`config.mk`:
```
export PLATFORM = sky130hd
export DESIGN_NAME = id_ex_reg
export DESIGN_NICKNAME = d
export VERILOG_FILES = /design/src/rtl/id_ex_reg.sv
export SDC_FILE = /design/constraint.sdc
export NUM_CORES = 1
export LEC_CHECK = 0
export BUFFER_PORTS_ARGS = -buffer_cell sky130_fd_sc_hd__buf_2
export CORE_AREA = 2 2 164 166
export DETAILED_ROUTE_END_ITERATION = 10
export DIE_AREA = 0 0 166 168
export REMOVE_ABC_BUFFERS = 1
export SLEW_MARGIN = 20
export SYNTH_ARGS = -nofsm -noshare
export SYNTH_HDL_FRONTEND = slang
export SYNTH_SLANG_ARGS = --single-unit
```
`constraint.sdc`:
```
create_clock -name clk -period 4.3 [get_ports clk]
set_clock_uncertainty 0.15 [all_clocks]
set_input_delay 0.86 -clock clk [delete_from_list [all_inputs] [get_ports clk]]
set_output_delay 0.86 -clock clk [all_outputs]
set_load 0.02 [all_outputs]
```
`src/rtl/id_ex_reg.sv`:
```
// ID/EX pipeline register.
// Captures the decode-stage instruction bundle on each rising clk edge and
// presents it to the execute stage. Forwarding muxes for operands A, B and
// store data sit after the registers, so late forwarding data reaches the
// ALU in the same cycle without ever being stored.
//
// Control semantics (single place they are described):
//   reset : synchronous, highest priority; clears every registered field.
//   flush : next priority; captures a bubble (all fields zero), overriding stall.
//   stall : holds every registered field, including Tnew (no countdown).
//   none  : loads the D-stage bundle; D->E latency is exactly one cycle.
module id_ex_reg (
  input  logic        clk,
  input  logic        reset,
  input  logic        stall,
  input  logic        flush,
  input  logic        D_valid,
  input  logic [31:0] D_PC,
  input  logic [31:0] D_instr,
  input  logic [31:0] D_rs_data,
  input  logic [31:0] D_rt_data,
  input  logic [31:0] D_imm32,
  input  logic [2:0]  D_ALU_op,
  input  logic        D_ALUSrc,
  input  logic        D_RegWrite,
  input  logic [4:0]  D_A3,
  input  logic [1:0]  D_Tnew,
  input  logic [1:0]  fwd_A_sel,
  input  logic [1:0]  fwd_B_sel,
  input  logic [31:0] M_fwd_data,
  input  logic [31:0] W_fwd_data,
  output logic        E_valid,
  output logic [31:0] E_PC,
  output logic [31:0] E_instr,
  output logic [31:0] E_A,
  output logic [31:0] E_B,
  output logic [31:0] E_rt_fwd,
  output logic [2:0]  E_ALU_op,
  output logic        E_RegWrite,
  output logic [4:0]  E_A3,
  output logic [1:0]  E_Tnew
);

  // Registered E-stage fields
  logic        valid_q;
  logic [31:0] pc_q;
  logic [31:0] instr_q;
  logic [31:0] rs_q;
  logic [31:0] rt_q;
  logic [31:0] imm_q;
  logic [2:0]  alu_op_q;
  logic        alusrc_q;
  logic        regwrite_q;
  logic [4:0]  a3_q;
  logic [1:0]  tnew_q;

  // Values as they will be captured on a load
  logic        cap_regwrite;
  logic [4:0]  cap_a3;
  logic [1:0]  cap_tnew;

  // A write to $0 (or from an invalid slot) is never advertised, and the
  // destination is zeroed so hazard logic cannot match on a stale A3.
  always_comb begin
    cap_regwrite = D_RegWrite && (D_A3 != 5'd0) && D_valid;
    cap_a3       = cap_regwrite ? D_A3 : 5'd0;
    cap_tnew     = (D_Tnew == 2'd0) ? 2'd0 : (D_Tnew - 2'd1);
  end

  // Pipeline register: reset > flush > stall > load
  always_ff @(posedge clk) begin
    if (reset || flush) begin
      valid_q    <= 1'b0;
      pc_q       <= '0;
      instr_q    <= '0;
      rs_q       <= '0;
      rt_q       <= '0;
      imm_q      <= '0;
      alu_op_q   <= '0;
      alusrc_q   <= 1'b0;
      regwrite_q <= 1'b0;
      a3_q       <= '0;
      tnew_q     <= '0;
    end else if (!stall) begin
      valid_q    <= D_valid;
      pc_q       <= D_PC;
      instr_q    <= D_instr;
      rs_q       <= D_rs_data;
      rt_q       <= D_rt_data;
      imm_q      <= D_imm32;
      alu_op_q   <= D_ALU_op;
      alusrc_q   <= D_ALUSrc;
      regwrite_q <= cap_regwrite;
      a3_q       <= cap_a3;
      tnew_q     <= cap_tnew;
    end
  end

  // Operand forwarding: selects 0 and 3 both pass the registered value
  always_comb begin
    E_A = rs_q;
    case (fwd_A_sel)
      2'd1:    E_A = M_fwd_data;
      2'd2:    E_A = W_fwd_data;
      default: E_A = rs_q;
    endcase
    E_rt_fwd = rt_q;
    case (fwd_B_sel)
      2'd1:    E_rt_fwd = M_fwd_data;
      2'd2:    E_rt_fwd = W_fwd_data;
      default: E_rt_fwd = rt_q;
    endcase
    E_B = alusrc_q ? imm_q : E_rt_fwd;
  end

  // Remaining outputs come straight from registers
  assign E_valid    = valid_q;
  assign E_PC       = pc_q;
  assign E_instr    = instr_q;
  assign E_ALU_op   = alu_op_q;
  assign E_RegWrite = regwrite_q;
  assign E_A3       = a3_q;
  assign E_Tnew     = tnew_q;

endmodule
```
# --- Word level (Yosys, flattened, before mapping) ---
# Index checks and enable logic that the tools add are counted.
classes:
  addsub: 1
  eq_ne: 4
  n_mux: 5
  reduce_logical: 5
ops:
  columns: ["op", "count"]
  rows:
  - ["one-hot mux 32 bit (2 select lines)", 2]
  - ["two-way mux 32 bit", 1]
  - ["two-way mux 5 bit", 1]
  - ["nonzero test 5 bit", 1]
  - ["equality test 2 x 1 -> 1 bit (second input constant)", 2]
  - ["equality test 2 bit (second input constant)", 2]
  - ["logical AND 1 bit", 2]
  - ["zero test 2 bit", 1]
  - ["two-way mux 2 bit", 1]
  - ["subtractor 2 x 1 -> 2 bit (second input constant)", 1]
  - ["logical OR 1 bit", 1]
word_totals:
  register_bits: 173
  inputBits: 245
  wordCells: 26

# --- Depth between registers and ports, before layout ---
# Gate-level depths: netlist of the first run.
depth:
  ltp_word: 4
  depth_mapped: 7
  mapped_depth_nobuf: 5

# --- Least setup slack after synthesis of the first run ---
# Ideal clock, no wire load.
synth_timing:
  path_type: "input -> output"
  startpoint: "input fwd_B_sel[0]"
  endpoint: "output E_B[10]"
  arrival_ns: 2.051
  required_ns: 3.290
  path_slack_ns: 1.239
  cell_stages: 6
  n_path_buf: 2
  cell_sequence: "inv_1 ha_1 buf_4 buf_4 o21ai_2 mux2_2"
synth_via:
  elab_chain_cells: 3
  word_cells_on_any_way: 4
synth_lines:
  columns: ["item", "line_no", "text"]
  rows:
  - ["from (decl)", "29", "input logic [1:0] fwd_B_sel,"]
  - ["equality test 2 bit or equality test 2 x 1 -> 1 bit (tied branches)", "108", "case (fwd_B_sel)"]
  - ["one-hot mux 32 bit (2 select lines) (*)", "108", null]
  - ["via E_rt_fwd[10]", "37", "output logic [31:0] E_rt_fwd,"]
  - ["two-way mux 32 bit (*)", "113", "E_B = alusrc_q ? imm_q : E_rt_fwd;"]
  - ["to (decl)", "36", "output logic [31:0] E_B,"]
# The timed path passes the listed nets; every way through them passes the cells marked *.

# --- Worst setup path in the final report of the first run ---
layout_timing:
  startpoint: "input fwd_A_sel[0]"
  endpoint: "output E_A[7]"
layout_via:
  elab_chain_cells: 2
  word_cells_on_any_way: 3
layout_lines:
  columns: ["item", "line_no", "text"]
  rows:
  - ["from (decl)", "28", "input logic [1:0] fwd_A_sel,"]
  - ["equality test 2 bit or equality test 2 x 1 -> 1 bit (tied branches)", "102", "case (fwd_A_sel)"]
  - ["one-hot mux 32 bit (2 select lines) (*)", "102", null]
  - ["to (decl)", "35", "output logic [31:0] E_A,"]
# Mark *: on every way between the ends. The rest lies on a longest branch, timed or not.

==> impl_results.md, run 1 <==
* Outcome: finished, final reports clean
* CP Class: input port to primary output
* Sink Count at 173
* Postcts setup bufs at 0
* Most frequent CP cell: buf_2
* Crit path time final at 3.41 ns
* PostCTS Resize Cnt at 0
* Chip width at 166 um
* Vias in the first global route at 7,219
* Layout area overhead at 33.4%
* Global placement routability congestion at 0.800
* First-pass GRT wire length at 39,600 um
* Global route overflow at 0
* Total leakage power at 0.00537 uW
* Fraction of layout cells with a size suffix above 1 at 45.7%
* Final hold vios at 0
* Std cell rows at 60
* Drt first-iter violations at 413
* Register area share after synthesis at 42.4%
* Core area at 26,400 um2
* Rel. slew slack at 30.4%
* Post-route ant nets at 0
* Dpl cells at 1,533
* Wire per inst at 16.4 um
* MaxCap Viol Count at 0
* Post-route cell area at 10,900 um2
* Crit path launch type: input port
* Worst path slowest cell: ha_2
* Die footprint at 27,900 um2
* Avg Inst Size Synth at 9.79 um2
* Vias per cell at 4.69
* CP endpoint kind: primary output
* Worst reg2reg path depth at 2
* Worst Tran Pin Value at 1.04 ns
* CTS Buf Count at 17
* Top Ports at 417
* CP max FO at 23
* Area after DPL at 10,300 um2
* Post-Syn Area at 8160 um2
* Max stage delay on crit path at 0.55 ns
* Die height at 168 um
* Hold slack at 0.310 ns
* Post-CTS Hold Buffers at 0
* Leading cell type in the layout, fill and taps excluded: buf_2
* Fill cells at 2,688
* Arr. time, crit path at 2.40 ns
* Pwr/cell area at 367 nW/um2
* Post-Route WL at 25,700 um
* DR pass1 iterations at 5
* RSZ-0062 raised after global routing: false
* Max frequency at 293 MHz
* GRT Total Usage at 17.8%
* Hold depth at 2
* Final cell count without fillers at 1,566
* Tcrit/Tclk final at 79.3%
* Most frequent cells in the layout: 415 x buf_2, 172 x dfxtp_1, 166 x nor2_1
* Yosys warnings at 0
* Worst vdd ir at 0.201 mV
* Setup total negative slack at 0 ns
* Synth cell types at 25
* Hold crit path type: flip-flop to flip-flop
* Worst-skew pair later-pin latency at 0.42 ns
* CTS Root Cell: clkbuf_16
* Pwr Total at 3990 uW
* CTS H-tree lvls at 4
* Clock slew at reported path FFs at 0.08 ns
* Final Max Slew Viols at 0
* Largest net degree at the start of global routing at 141
* Setup violations, final at 0
* Cells after synthesis at 833
* Initial Util at 31.0%
* IO Port Bufs at 416
* Max clock buf depth at 2
* CP Cell Sequence: buf_2, inv_1, ha_2, buf_4, a22oi_1, o21ai_0, buf_2
* Routed vias at 7,345
* Initial antenna violation count at 3
* Residual DRC at 0
* Total Nets Final at 1,460
* CTS tree: built
* Req. time, crit path at 3.29 ns
* FF+latch count, synth at 173
* Hpwl dp at 18,300 um
## power by group
part           internal [uW]  switching [uW]
clock                    793             780
sequential              1650            31.2
combinational            307             429
## worst max-delay path, delay by kind of cell
family | cells | cell delay (ns)
adders and majority gates | 1 | 0.55
buffers and inverters | 4 | 0.65
AOI/OAI and AO/OA | 2 | 0.33
## per-layer routing
layer / wire (um) / global-route usage [%] / vias to the layer above
li1: - / - / 3643
met1: 10800 / 21.4 / 3385
met2: 12500 / 30.7 / 286
met3: 2030 / 5.85 / 27
met4: 399 / 4.69 / 4
met5: 27 / 0 / -
## cells in the mapped netlist, drive strengths merged
master  count  share of area (%)
and2        1              0.077
or4         1              0.092
ha          4               0.61
o211ai      1               0.15
nor2      166                7.6
nand3       6               0.37
or2         1              0.077
nand2      71                3.3
inv         5               0.23
o21ai      64                5.3
dfxtp     173                 42
mux2i     165                 20
a21oi       8               0.49
nor3b       1              0.092
clkbuf     14               0.77
mux2       32                4.4
a22oi      64                7.7
buf        56                6.0
## cell type report
class	count	area, um2	area share (%)
Clock inverter	14	148	1.36
Tap cell	341	427	3.92
Multi-Input combinational cell	585	4150	38.1
Sequential cell	173	3460	31.8
Inverter	5	18.8	0.172
Antenna cell	1	2.50	0.0230
Clock buffer	18	439	4.03
Timing Repair Buffer	429	2240	20.6
## final timing paths
| kind | startpoint | endpoint | slack, ns |
|---|---|---|---|
| min | E_A3[2] | E_A3[2] | 0.31 |
| min reg2reg | E_A3[2] | E_A3[2] | 0.31 |
| max | fwd_A_sel[0] | E_A[7] | 0.89 |
| max reg2reg | alusrc_q | alusrc_q | 2.77 |
## through the flow
step / setup WS [ns] / util, %
3_5_place_dp: 0.906 / 39.1
6_report: 0.889 / 41.3
4_1_cts: 0.905 / 41.3
3_3_place_gp: 0.918 / 39.1
2_1_floorplan: -0.204 / -
5_1_grt: 0.788 / 41.3
## flip-flops by register name (all words and copies together) (netlist names)
signal      count
rs_q           32
E_instr        32
alusrc_q        1
E_Tnew          2
E_PC           32
E_A3            5
rt_q           32
E_ALU_op        3
imm_q          32
E_RegWrite      1
E_valid         1
## cells by family (layout without fill, tap and decap cells)
group / count (synthesis) / after routing / share of synthesized area (%)
adders and majority gates: 4 / 4 / 0.613
and+or+nand+nor: 247 / 247 / 11.6
DFF: 173 / 173 / 42.4
AOI/OAI and AO/OA: 137 / 137 / 13.7
other: 0 / 1 / 0
buffers and inverters: 75 / 466 / 6.99
muxes: 197 / 197 / 24.7
No activity file was read; power rests on OpenSTA's default activity.
==> run 2, diff against run 1 <==
- ABC_AREA: not set -> 1
- CORE_AREA: 2 2 164 166 -> 2 2 162 164
- DIE_AREA: 0 0 166 168 -> 0 0 164 166
- clock period: 4.3 -> 3.14 ns (I/O delays scaled with it)
==> run 2 against run 1 <==
  * Non-clock buffer count up 3
  * Highest routed layer is now met4
  * Critical endpoint is now E_B[31]
  * Hold slack worse by 0.018 ns
  * Final area decreased by 2.1%
  * Critical path type unchanged
  * Combinational power rose by 60%
  * Via count up 21%
  * Die area fell by 2.4%
  * Sequential share of layout area up 0.67 points
  * Worst setup slack lost 0.58 ns
  * Wire length up 12%
  * Synthesized cell count grew 38%
==> impl_results.md, run 2 <==
* CP top delay family: buffers and inverters
* Reg area at 3460 um2
* Final Max Slew Viols at 0
* Post-route cell area at 10,700 um2
* Die height at 166 um
* Post-Route WL at 28,900 um
* CTS Buf Count at 17
* GRT Total Usage at 20.6%
* Top Ports at 417
* Total Nets Final at 1,762
* Combinational share of power at 21.1%
* Residual DRC at 0
* Cell Int Power at 3760 uW
* Setup violations, final at 0
* Initial Util at 30.8%
* Main area contributors after synthesis: dfxtp_1 44%, nand2_1 22%, a21oi_1 14%
* CTS tree: built
* Global placement routability congestion at 0.871
* Crit path time final at 2.83 ns
* Most frequent CP cell: buf_2
* Max clock buf depth at 2
* Worst path slowest cell: buf_4
* Vias in the first global route at 8,719
* R2R setup slack at 1.87 ns
* CP Cell Sequence: buf_2, inv_1, ha_1, inv_2, buf_4, nand3_1, o21ai_0, o21ai_1, buf_2
* MaxCap Viol Count at 0
* FF+latch count, synth at 173
* CP Class: input port to primary output
* Sink Count at 173
* Layout area overhead at 35.1%
* Hold depth at 3
* Final hold vios at 0
* Worst reg2reg path depth at 2
* CTS H-tree lvls at 4
* Post-synth top area share at 43.9%
* Avg Inst Size Synth at 6.86 um2
* Register area share after synthesis at 43.9%
* Largest area contributor in the netlist: dfxtp_1
* Core area at 25,600 um2
* IO Port Bufs at 416
* Rel. slew slack at 38.6%
* Most frequent cells in the layout: 469 x nand2_1, 415 x buf_2, 218 x a21oi_1
* Post-synth top flop: dfxtp_1
* Largest net degree at the start of global routing at 127
* Async SR Flop Fraction at 0%
* Max frequency at 353 MHz
* Routed vias at 8,856
* Die footprint at 27,200 um2
* DR pass1 iterations at 6
* Crit path launch type: input port
* Fill cells at 2,772
* Outcome: finished, final reports clean
* Chip width at 164 um
* Pwr/cell area at 526 nW/um2
* Fraction of layout cells with a size suffix above 1 at 32.0%
* CTS Root Cell: clkbuf_16
* CP bufs+invs at 5
* Hold crit path type: input port to flip-flop
* Sw power at 1850 uW
* Initial antenna violation count at 3
* Worst-skew pair later-pin latency at 0.42 ns
* Post-Syn Area at 7890 um2
* Area after DPL at 10,100 um2
* Tcrit/Tclk final at 90.2%
* Post-synth EDFFs at 0
* Post-CTS Hold Buffers at 0
* Stages on the worst setup path at 9
* Hpwl dp at 19,900 um
* Arr. time, crit path at 2.05 ns
* Postcts setup bufs at 0
* PostCTS Resize Cnt at 0
* Multi-input gate area at 3720 um2
* Cells after synthesis at 1,150
* Post-route ant nets at 0
* Yosys warnings at 0
* Sw frac at 32.9%
* Drt first-iter violations at 617
* Most frequent cells after synthesis: 469 x nand2_1, 218 x a21oi_1, 173 x dfxtp_1
* CP endpoint kind: primary output
* Req. time, crit path at 2.36 ns
* First-pass GRT wire length at 44,800 um
* Max stage delay on crit path at 0.30 ns
* Synth cell types at 20
* Vias per cell at 4.75
* Wire per inst at 15.5 um
* RSZ-0062 raised after global routing: false
* Clock slew at reported path FFs at 0.08 ns
* Worst vdd ir at 0.428 mV
* Top-count cell post-synth: nand2_1
* Std cell rows at 59
* Clk pwr share at 37.9%
* CP max FO at 28
* Setup total negative slack at 0 ns
* Sequential power share at 41.0%
* Hold slack at 0.291 ns
* Global route overflow at 0
* Leading cell type in the layout, fill and taps excluded: nand2_1
* Worst Tran Pin Value at 0.921 ns
* Total leakage power at 0.00505 uW
[run 2: cell type report]
| class | count | share of cell area [%] |
|---|---|---|
| Antenna cell | 3 | 0.0704 |
| Clock buffer | 18 | 4.12 |
| Timing Repair Buffer | 432 | 21.5 |
| Sequential cell | 173 | 32.5 |
| Multi-Input combinational cell | 848 | 34.9 |
| Clock inverter | 14 | 1.41 |
| Inverter | 41 | 1.49 |
| Tap cell | 335 | 3.93 |
[run 2: power by group through the flow]
stage | combinational (uW) | clock (uW) | sequential [uW]
after global placement | 1180 | 0 | 2350
after global routing | 1300 | 2300 | 2310
after floorplan | 605 | 0 | 2380
after CTS | 1190 | 2210 | 2300
after detailed placement | 1190 | 0 | 2350
final | 1180 | 2130 | 2300
[run 2: final timing paths]
check                                  start           to
worst min-delay path             D_instr[24]  E_instr[24]
worst max register to register      alusrc_q     alusrc_q
worst max-delay path            fwd_B_sel[0]      E_B[31]
worst min register to register      E_PC[10]     E_PC[10]
[run 2: kinds of logic (layout without fill, tap and decap cells)]
kind of cell             count (synthesis)  in the layout  share of synthesized area, %
AO/OA/AOI/OAI                          301            301                          20.0
buffers and inverters                  129            505                          8.90
adder cells (fa/ha/maj)                  4              4                         0.634
flip-flops                             173            173                          43.9
AND/OR/NAND/NOR                        543            543                          26.6
other                                    0              3                             0
[run 2: per-stage QoR]
| step | setup WS, ns | total power, uW | instances | util (%) |
|---|---|---|---|---|
| after floorplan | 0.102 | 2980 | 1062 | - |
| after global placement | 0.338 | 3530 | 1829 | 39.3 |
| after detailed placement | 0.304 | 3540 | 1829 | 39.3 |
| after CTS | 0.293 | 5700 | 1861 | 41.6 |
| after global routing | 0.185 | 5910 | 1864 | 41.6 |
| final | 0.309 | 5610 | 1864 | 41.6 |
[run 2: tightest hold or removal path: stages]
cell and delay, ns:
buf_2 0.09, nand2_1 0.05, a21oi_1 0.05
[run 2: metal layers]
layer,vias up,wire [um],GRT usage [%]
met2,338,14200,37.0
met3,33,2480,6.42
met4,0,655,6.60
met5,-,0,0
met1,4056,11600,23.0
li1,4429,-,-
